$ cat config.mk
export PLATFORM = sky130hd
export DESIGN_NAME = bcd_seg_display
export DESIGN_NICKNAME = d
export VERILOG_FILES = /design/src/rtl/bcd_seg_display.sv
export SDC_FILE = /design/constraint.sdc
export NUM_CORES = 1
export LEC_CHECK = 0
export ABC_AREA = 1
export CAP_MARGIN = 20
export CORE_ASPECT_RATIO = 0.8
export CORE_MARGIN = 2
export CORE_UTILIZATION = 32
export CTS_BUF_LIST = sky130_fd_sc_hd__clkbuf_8
export DETAILED_ROUTE_END_ITERATION = 6
export PLACE_DENSITY = 0.52
export SLEW_MARGIN = 20
export SYNTH_ARGS = -nofsm -noshare
export SYNTH_HDL_FRONTEND = slang
export SYNTH_SLANG_ARGS = --single-unit
$ cat constraint.sdc
create_clock -name CLK100MHZ -period 3.3 [get_ports CLK100MHZ]
set_input_delay 0.99 -clock CLK100MHZ [delete_from_list [all_inputs] [get_ports CLK100MHZ]]
set_output_delay 0.99 -clock CLK100MHZ [all_outputs]
set_load 0.01 [all_outputs]
$ cat src/rtl/bcd_seg_display.sv
// bcd_seg_display: reaction-timer display stage.
// A binary result is converted to 8 BCD digits by a sequential double-dabble
// engine, latched, and scanned onto an 8-digit active-low 7-segment display.
// Optional feature macro: LEADING_ZERO_BLANK_EN (blank leading zero digits).

module bcd_seg_display #(
    parameter int BIN_W    = 27,
    parameter int SCAN_DIV = 100000
) (
    input  logic             CLK100MHZ,
    input  logic             CPU_RESETN,
    input  logic [BIN_W-1:0] bin_in,
    input  logic             bin_valid,
    output logic             busy,
    output logic             bcd_valid,
    output logic [31:0]      bcd_out,
    output logic             overflow,
    output logic [7:0]       AN,
    output logic [7:0]       SEG
);

    localparam int CNT_W = $clog2(BIN_W + 1);
    localparam int DIV_W = (SCAN_DIV > 1) ? $clog2(SCAN_DIV) : 1;

    localparam logic [BIN_W-1:0] MAX_VAL  = BIN_W'(99_999_999);
    localparam logic [CNT_W-1:0] LAST_BIT = CNT_W'(BIN_W - 1);
    localparam logic [DIV_W-1:0] DIV_LAST = DIV_W'(SCAN_DIV - 1);

    typedef enum logic [1:0] {
        IDLE = 2'd0,
        CONV = 2'd1,
        DONE = 2'd2
    } state_t;

    state_t           state_q;
    logic [BIN_W-1:0] shift_q;
    logic [31:0]      scratch_q;
    logic [CNT_W-1:0] cnt_q;
    logic             ovf_cap_q;
    logic             busy_q;
    logic             bcd_valid_q;
    logic [31:0]      bcd_out_q;
    logic             overflow_q;

    logic [31:0]      adj;
    logic [31:0]      scratch_shl;
    logic [BIN_W-1:0] shift_shl;

    logic [DIV_W-1:0] div_q, div_d;
    logic [2:0]       idx_q, idx_d;
    logic [7:0]       an_q, an_d;
    logic [7:0]       seg_q, seg_d;
    logic [3:0]       digit;

    // One double-dabble step: add 3 to every nibble >= 5, then shift left.
    always_comb begin
        adj = scratch_q;
        for (int i = 0; i < 8; i++) begin
            if (scratch_q[4*i +: 4] >= 4'd5)
                adj[4*i +: 4] = scratch_q[4*i +: 4] + 4'd3;
        end
        {scratch_shl, shift_shl} = {adj, shift_q} << 1;
    end

    // Conversion FSM; bcd_out/overflow only change in DONE so partial results never show.
    always_ff @(posedge CLK100MHZ or negedge CPU_RESETN) begin
        if (!CPU_RESETN) begin
            state_q     <= IDLE;
            shift_q     <= '0;
            scratch_q   <= '0;
            cnt_q       <= '0;
            ovf_cap_q   <= 1'b0;
            busy_q      <= 1'b0;
            bcd_valid_q <= 1'b0;
            bcd_out_q   <= '0;
            overflow_q  <= 1'b0;
        end else begin
            bcd_valid_q <= 1'b0;
            case (state_q)
                IDLE: begin
                    if (bin_valid) begin
                        if (bin_in > MAX_VAL) begin
                            shift_q   <= MAX_VAL;
                            ovf_cap_q <= 1'b1;
                        end else begin
                            shift_q   <= bin_in;
                            ovf_cap_q <= 1'b0;
                        end
                        scratch_q <= '0;
                        cnt_q     <= '0;
                        busy_q    <= 1'b1;
                        state_q   <= CONV;
                    end
                end
                CONV: begin
                    scratch_q <= scratch_shl;
                    shift_q   <= shift_shl;
                    cnt_q     <= cnt_q + CNT_W'(1);
                    if (cnt_q == LAST_BIT)
                        state_q <= DONE;
                end
                DONE: begin
                    bcd_out_q   <= scratch_q;
                    overflow_q  <= ovf_cap_q;
                    bcd_valid_q <= 1'b1;
                    busy_q      <= 1'b0;
                    state_q     <= IDLE;
                end
                default: state_q <= IDLE;
            endcase
        end
    end

    assign busy      = busy_q;
    assign bcd_valid = bcd_valid_q;
    assign bcd_out   = bcd_out_q;
    assign overflow  = overflow_q;

    // Scan divider, digit index and the next anode/segment pattern.
    always_comb begin
        div_d = div_q + DIV_W'(1);
        idx_d = idx_q;
        if (div_q == DIV_LAST) begin
            div_d = '0;
            idx_d = idx_q + 3'd1;
        end

        an_d  = ~(8'b1 << idx_q);
        digit = bcd_out_q[{idx_q, 2'b00} +: 4];

        case (digit)
            4'd0:    seg_d = 8'b1100_0000;
            4'd1:    seg_d = 8'b1111_1001;
            4'd2:    seg_d = 8'b1010_0100;
            4'd3:    seg_d = 8'b1011_0000;
            4'd4:    seg_d = 8'b1001_1001;
            4'd5:    seg_d = 8'b1001_0010;
            4'd6:    seg_d = 8'b1000_0010;
            4'd7:    seg_d = 8'b1111_1000;
            4'd8:    seg_d = 8'b1000_0000;
            4'd9:    seg_d = 8'b1001_0000;
            default: seg_d = 8'hFF;
        endcase

        // Saturated value is flagged by the decimal point of the top digit.
        if (idx_q == 3'd7 && overflow_q)
            seg_d[7] = 1'b0;

`ifdef LEADING_ZERO_BLANK_EN
        // Blank when this digit and every digit above it are zero; digit 0 always lit.
        if (idx_q != 3'd0 && (bcd_out_q >> {idx_q, 2'b00}) == 32'd0)
            seg_d = 8'hFF;
`endif
    end

    // Registered scan outputs so AN and SEG switch on the same edge.
    always_ff @(posedge CLK100MHZ or negedge CPU_RESETN) begin
        if (!CPU_RESETN) begin
            div_q <= '0;
            idx_q <= '0;
            an_q  <= 8'hFF;
            seg_q <= 8'hFF;
        end else begin
            div_q <= div_d;
            idx_q <= idx_d;
            an_q  <= an_d;
            seg_q <= seg_d;
        end
    end

    assign AN  = an_q;
    assign SEG = seg_q;

endmodule

# After elaboration in Yosys (flattened, before gate mapping)
# Memory sizes are Yosys's and may differ from the RTL's. A register that Yosys moved wholly into a read port is not among the register bits.
# Cells that the tools add are included.
# word_totals
out_inout_bits	51
elab_cells	77
memories	1
register_bits	138
rom_bits	112
in_bits	30
# mem_list
name	depth	word_bits	rd	rd_ports_with_merged_regs	wr	line_no	source
(name not given)	16	7	1	1	0	131	case (digit)
# classes
reduce_logical	9
n_shift	2
eq_ne	7
bitwise_logic	1
n_mux	24
addsub	11
order_cmp	9
# ops
cell	n
$pmux W32 S2	1
$mux W27	2
$pmux W27 S2	1
$ge A4 B3 Y1 const B	8
$mux W32	1
$shiftx A32 B6 Y4	1
$add A4 B2 Y4 const B	7
$mux W4	7
$gt A27 B27 Y1 const B	1
$add A17 B1 Y17 const B	1
$eq A17 B17 Y1 const B	1
$mux W17	1
$pmux W5 S2	1
$not A8 Y8	1
$reduce_and A2 Y1	4
$shl A1 B3 Y8 const A	1
$add A5 B1 Y5 const B	1
$eq A5 B5 Y1 const B	1
$mux W5	1
$mux W1	4
$mux W2	2
$ne A2 B2 Y1 const B	2
$pmux W2 S2	1
$reduce_bool A2 Y1	2
10 further kinds	10

# Depth between registers and ports, before layout
# Gate-level depths: netlist (run 1).
# logic_depth
depth_word	4
depth_mapped	13
ltp_nobuf	12

# Least setup slack after synthesis (run 1)
# OpenSTA, ideal clock, no wires.
# synth_timing
path_kind	input port to flip-flop
start	input port bin_in[12]
end	register shift_q[21]
setup_time_ns	0.116
path_buffers	1
required_ns	3.184
path_stages	11
path_slack_ns	1.350
arrival_time_ns	1.834
cell_sequence	nor2_2 nand2_1 nor2_1 inv_1 nor2_1 nand2_1 nand2_4 buf_8 nand2_1 nand2_1 nand2_1
# synth_via
elab_chain_len	4
# synth_lines
element	line_no	source
from (decl)	12	input logic [BIN_W-1:0] bin_in,
$gt A27 B27 Y1	82	if (bin_in > MAX_VAL) begin
$mux W27	82	
$mux W27	81	if (bin_valid) begin
$pmux W27 S2	79	case (state_q)
to (signal assigned)	86	shift_q <= bin_in;
to (signal assigned)	97	shift_q <= shift_shl;
to (decl)	36	logic [BIN_W-1:0] shift_q;
# No other way between the ends. The select of a mux whose other input is x is not followed.
# A chain may end at the register's enable or synchronous reset.

# Final worst setup path (run 1)
# layout_timing
start	register an_q[0], in the netlist AN[0]
end	output port AN[0]
# layout_lines
element	line_no	source
from (decl)	51	logic [7:0] an_q, an_d;
from (signal assigned)	166	an_q <= an_d;
to (decl)	18	output logic [7:0] AN,
# No word-level cell between the ends.

==> results of run 1 <==
-- layout make-up --
type	count	area, um2	area share (%)
Inverter	96	363	4.24
Sequential cell	138	3470	40.6
Timing Repair Buffer	91	897	10.5
Tap cell	300	375	4.38
Multi-Input combinational cell	599	3060	35.8
Clock inverter	13	130	1.52
Clock buffer	19	262	3.05
-- registers in the layout, indices dropped and copies added (netlist names) --
register / count
idx_q: 3
ovf_cap_q: 1
SEG: 8
scratch_q: 32
div_q: 17
shift_q: 27
AN: 8
busy: 1
cnt_q: 5
bcd_valid: 1
overflow: 1
bcd_out: 32
state_q: 2
-- through the flow --
step | power [mW] | instances | util (%) | cell area [um2]
final | 6.39 | 1256 | 39.5 | 8560
after global routing | 6.99 | 1256 | 39.5 | 8560
after CTS | 6.47 | 1256 | 39.5 | 8560
after global placement | 5.03 | 1224 | 37.7 | 8170
after floorplan | 4.37 | 864 | - | 7120
after detailed placement | 5.04 | 1224 | 37.7 | 8170
-- power by group through the flow --
stage | Combinational (mW) | Clock (mW) | Sequential [mW]
finish | 2.51 | 1.38 | 2.50
global route | 2.93 | 1.50 | 2.56
CTS | 2.54 | 1.43 | 2.50
detailed placement | 2.51 | 0 | 2.53
global placement | 2.50 | 0 | 2.53
floorplan | 1.89 | 0 | 2.48
-- cells by family (layout without fill, tap and decap cells) --
family,count (synthesis),in the layout,synth area share [%]
compound gates,145,145,11.8
xor+xnor,14,14,1.72
fa+ha+maj,30,30,5.27
buf+inv,127,219,8.24
flops,138,138,48.8
mux,1,1,0.141
simple gates,409,409,24.1
-- layer usage --
| metal | part of all wire [%] | global-route usage [%] |
|---|---|---|
| met2 | 44 | 22.0 |
| met3 | 3.5 | 3.16 |
| met1 | 52 | 21.8 |
| met5 | 0 | 0 |
| met4 | 0.73 | 3.99 |
-- layout by cell type (no fill, tap or decap), drive strengths merged, types with 8 or more instances in the layout --
cell type,count
xor2,13
dfrtp,122
a22oi,8
o22ai,12
nand3,52
nand2,220
o21ai,106
ha,30
dfstp,16
clkbuf,19
nor2,114
buf,12
inv,98
nand4,11
clkdlybuf4s50,79
-- final timing paths --
path | start | to | depth (start not counted) | slack (ns)
min in group asynchronous | CPU_RESETN | shift_q[4]$_DFFE_PN0P_ | 1 | 0.56
hold reg to reg | div_q[0]$_DFF_PN0_ | div_q[0]$_DFF_PN0_ | 1 | 0.47
setup / recovery | AN[0]$_DFF_PN1_ | AN[0] | 1 | 0.81
setup reg to reg | idx_q[1]$_DFFE_PN0N_ | SEG[3]$_DFF_PN1_ | 11 | 1.03
hold / removal | div_q[0]$_DFF_PN0_ | div_q[0]$_DFF_PN0_ | 1 | 0.47
max in group asynchronous | CPU_RESETN | AN[6]$_DFF_PN1_ | 2 | 1.97
==> flow_summary.json, run 1 <==
{
  "post_cts.repair.setup_buffers": 0,
  "slowest_delay_ns": 0.53,
  "cp_cell_sequence": "clkdlybuf4s50_1",
  "io_pins": 81,
  "holdBufCountCts": 0,
  "clock-sinks": 138,
  "yosys_register_bits": 138,
  "n_fill_cell": 2227,
  "start_util_pct": 32.9,
  "antenna_cells": 0,
  "numCtsBuffers": 17,
  "fp.dieH_um": 137,
  "power_density_nw_per_um2": 746,
  "drt_wl_total_mm": 16.7,
  "fmax_mhz": 402,
  "switching_share_pct": 39.6,
  "cts_max_level": 4,
  "crit_family": "flip-flops",
  "p_switching_mw": 2.53,
  "crit_buf_inv": 1,
  "whs_ns": 0.471,
  "power_frac_clock_pct": 21.6,
  "postRouteAntennaNets": 0,
  "synth_area_um2": 7120,
  "grt_pass1_vias": 5313,
  "syn_avg_cell_area_um2": 8.24,
  "rows": 48,
  "clk_path_buf_depth": 2,
  "post_drt_wl_per_cell_um": 13.3,
  "ys_seq_area_share_pct": 48.8,
  "grt_max_degree": 75,
  "synth_top_cell_by_area": "dfrtp_1",
  "async_flop_share_pct": 100,
  "drc": 0,
  "synth.distinct_cells": 43,
  "worst_pin_slew_ns": 0.697,
  "die_w_um": 171,
  "critPathLaunchType": "register",
  "worst_ir_drop_vdd_mv": 0.316,
  "hold_viol_final": 0,
  "drt_iter0_drc": 333,
  "grt_first_pass_wirelength_mm": 27.4,
  "pre_cts_ws_ns": 0.626,
  "yosysMostFrequentCell": "nand2_1",
  "outcome": "completed",
  "clk_pin_slew_ns": 0.08,
  "dpl.hpwl_mm": 11.6,
  "min_path_type": "reg -> reg",
  "fin_skew_ns": 0.0150,
  "slew_violations": 0,
  "setup_viol": 0,
  "synth_edf_count": 0,
  "fin_tns_setup_ns": 0,
  "period_needed_ns": 2.49,
  "p_comb_share_pct": 39.3,
  "crit_path_end_kind": "output port",
  "min_period_over_period_pct": 75.3,
  "drtPass1Iterations": 5,
  "crit_path_top_delay_cell": "dfstp_2",
  "ctsResizeCount": 0,
  "syn-num-nets": 924,
  "layout.nets": 1003,
  "seq_power_share_pct": 39.1,
  "yosysTopAreaCellShare_pct": 42.9,
  "cp.required_ns": 2.31,
  "synthCells": 864,
  "place_congestion": 0.820,
  "clock_latency_ns": 0.45,
  "syn2layout_area_growth_pct": 20.2,
  "drive_gt1_share_pct": 8.68,
  "antenna_found_initial": 0,
  "setup_slack_ns": 0.815,
  "vias": 5753,
  "ys_warn_count": 0,
  "core-area_um2": 21700,
  "ys.flop_type": "dfrtp_1",
  "die-area_um2": 23500,
  "grt-ovfl-total": 0,
  "synthTopCellsByCount": "nand2_1 (214), dfrtp_1 (122), nor2_1 (109)",
  "power.internal_mw": 3.86,
  "rsz0062_at_grt": "false",
  "critPathMaxFanout": 1,
  "leakage_nw": 4.06,
  "synthTopCellsByArea": "dfrtp_1 (43%), nand2_1 (11%), o21ai_0 (6.8%), dfstp_2 (5.9%), nor2_1 (5.7%)",
  "viasPerCell": 4.58,
  "crit_type": "reg -> out",
  "slew_headroom_pct": 53.6,
  "root_buffer": "clkbuf_8",
  "max-cap-violations": 0,
  "port_buffers": 80,
  "cts_tree": "built",
  "grt.total_usage_pct": 14.8,
  "worstPathArrival_ns": 1.50
}
No activity file was read; power rests on OpenSTA's default activity.
==> run 2, diff against run 1 <==
==> constraint.sdc (replaced) <==
create_clock -name CLK100MHZ -period 2.6 [get_ports CLK100MHZ]
set_input_delay 0.78 -clock CLK100MHZ [delete_from_list [all_inputs] [get_ports CLK100MHZ]]
set_output_delay 0.78 -clock CLK100MHZ [all_outputs]
set_load 0.01 [all_outputs]
==> run 2 against run 1 <==
Effect of this change:
- register-to-register slack worse by 0.56 ns
- largest power group unchanged
- total power up 26%
- largest cell class unchanged
- clock skew down 0.0014 ns
==> flow_summary.json, run 2 (synthesized netlist as in run 1, its figures left out) <==
{
  "outcome": "completed",
  "antenna_cells": 0,
  "worst-r2r-setup-slack_ns": 0.47,
  "slew_violations": 0,
  "clock-sinks": 138,
  "place_congestion": 0.826,
  "cp.required_ns": 1.82,
  "crit_family": "flip-flops",
  "grt_max_degree": 67,
  "startpoint": "SEG[7]$_DFF_PN1_",
  "post_cts.repair.setup_buffers": 0,
  "core-area_um2": 21700,
  "grt.total_usage_pct": 15.0,
  "port_buffers": 80,
  "drtPass1Iterations": 7,
  "rows": 48,
  "syn2layout_area_growth_pct": 20.8,
  "fp.dieH_um": 137,
  "power.internal_mw": 4.89,
  "vias": 5839,
  "layout_common_cells": "nand2_1 (214), dfrtp_1 (122), nor2_1 (109)",
  "period_needed_ns": 2.27,
  "holdBufCountCts": 0,
  "crit_path_end_kind": "output port",
  "antenna_found_initial": 0,
  "crit_buf_inv": 1,
  "cp_cell_sequence": "clkdlybuf4s50_1",
  "power_frac_clock_pct": 20.1,
  "switching_share_pct": 39.1,
  "cts_tree": "built",
  "p_switching_mw": 3.14,
  "clk_path_buf_depth": 2,
  "die-area_um2": 23500,
  "postRouteAntennaNets": 0,
  "clock_latency_ns": 0.44,
  "dpl.hpwl_mm": 11.9,
  "worst_ir_drop_vdd_mv": 0.315,
  "layout.nets": 1008,
  "worstPathArrival_ns": 1.49,
  "die_w_um": 171,
  "power_density_nw_per_um2": 934,
  "max-cap-violations": 0,
  "io_pins": 81,
  "post_drt_wl_per_cell_um": 13.2,
  "cts_max_level": 4,
  "final_util_pct": 39.7,
  "drc": 0,
  "fin_tns_setup_ns": 0,
  "fmax_mhz": 441,
  "slew_headroom_pct": 61.1,
  "root_buffer": "clkbuf_8",
  "critPathMaxFanout": 1,
  "grt-ovfl-total": 0,
  "grt_first_pass_wirelength_mm": 27.8,
  "min_period_over_period_pct": 87.3,
  "cp.depth": 1,
  "setup_viol": 0,
  "crit_type": "reg -> out",
  "drive_gt1_share_pct": 8.64,
  "viasPerCell": 4.63,
  "hold_viol_final": 0,
  "ctsResizeCount": 0,
  "critPathLaunchType": "register",
  "drt_wl_total_mm": 16.7,
  "clk_pin_slew_ns": 0.08,
  "leakage_nw": 4.11,
  "slowest_delay_ns": 0.53,
  "fin_skew_ns": 0.0136,
  "r2r_cells": 10,
  "numCtsBuffers": 17,
  "crit_path_top_delay_cell": "dfstp_2",
  "p_comb_share_pct": 40.3,
  "seq_power_share_pct": 39.6,
  "rsz0062_at_grt": "false",
  "rr_startpoint": "idx_q[0]$_DFFE_PN0N_",
  "min_path_type": "in -> async",
  "layout_commonest_cell": "nand2_1",
  "worst_pin_slew_ns": 0.584,
  "start_util_pct": 32.9,
  "grt_pass1_vias": 5401,
  "drt_iter0_drc": 457
}
-- run 2: final timing paths --
path / to
worst max register to register: SEG[3]$_DFF_PN1_
min in group CLK100MHZ: div_q[0]$_DFF_PN0_
worst min-delay path: shift_q[4]$_DFFE_PN0P_
max in group asynchronous: AN[4]$_DFF_PN1_
worst max-delay path: SEG[7]
worst min register to register: div_q[0]$_DFF_PN0_
-- run 2: routing by layer --
layer  vias up  part of all wire [%]  GRT usage [%]
li1       2960                     -              -
met1      2786                    52           22.2
met2        79                    43           21.7
met3        14                   3.7           3.79
met4         0                   1.1           4.08
met5         -                     0              0
-- run 2: cell type report --
cell class | instances | area [um2]
clock inverter | 11 | 70.1
tap | 300 | 375
multi-input combinational | 599 | 3060
fill | 2232 | 13100
sequential | 138 | 3470
timing repair buffer | 96 | 972
inverter | 96 | 363
clock buffer | 21 | 289
-- run 2: power groups by stage --
stage          clock, mW  sequential, mW  combinational, mW
2_1_floorplan          0            3.14               2.40
3_3_place_gp           0            3.21               3.23
3_5_place_dp           0            3.22               3.26
4_1_cts             1.69            3.18               3.28
5_1_grt             1.79            3.26               3.79
6_report            1.62            3.18               3.24
-- run 2: metrics by stage --
step	setup slack [ns]	instances	area [um2]	hold WS (ns)	power (mW)
global route	0.261	1261	8610	0.242	8.84
finish	0.331	1261	8610	0.248	8.04
detailed placement	0.166	1229	8250	0.466	6.48
global placement	0.188	1229	8250	0.463	6.45
floorplan	0.860	864	7120	0.433	5.55
CTS	0.287	1261	8610	0.240	8.15
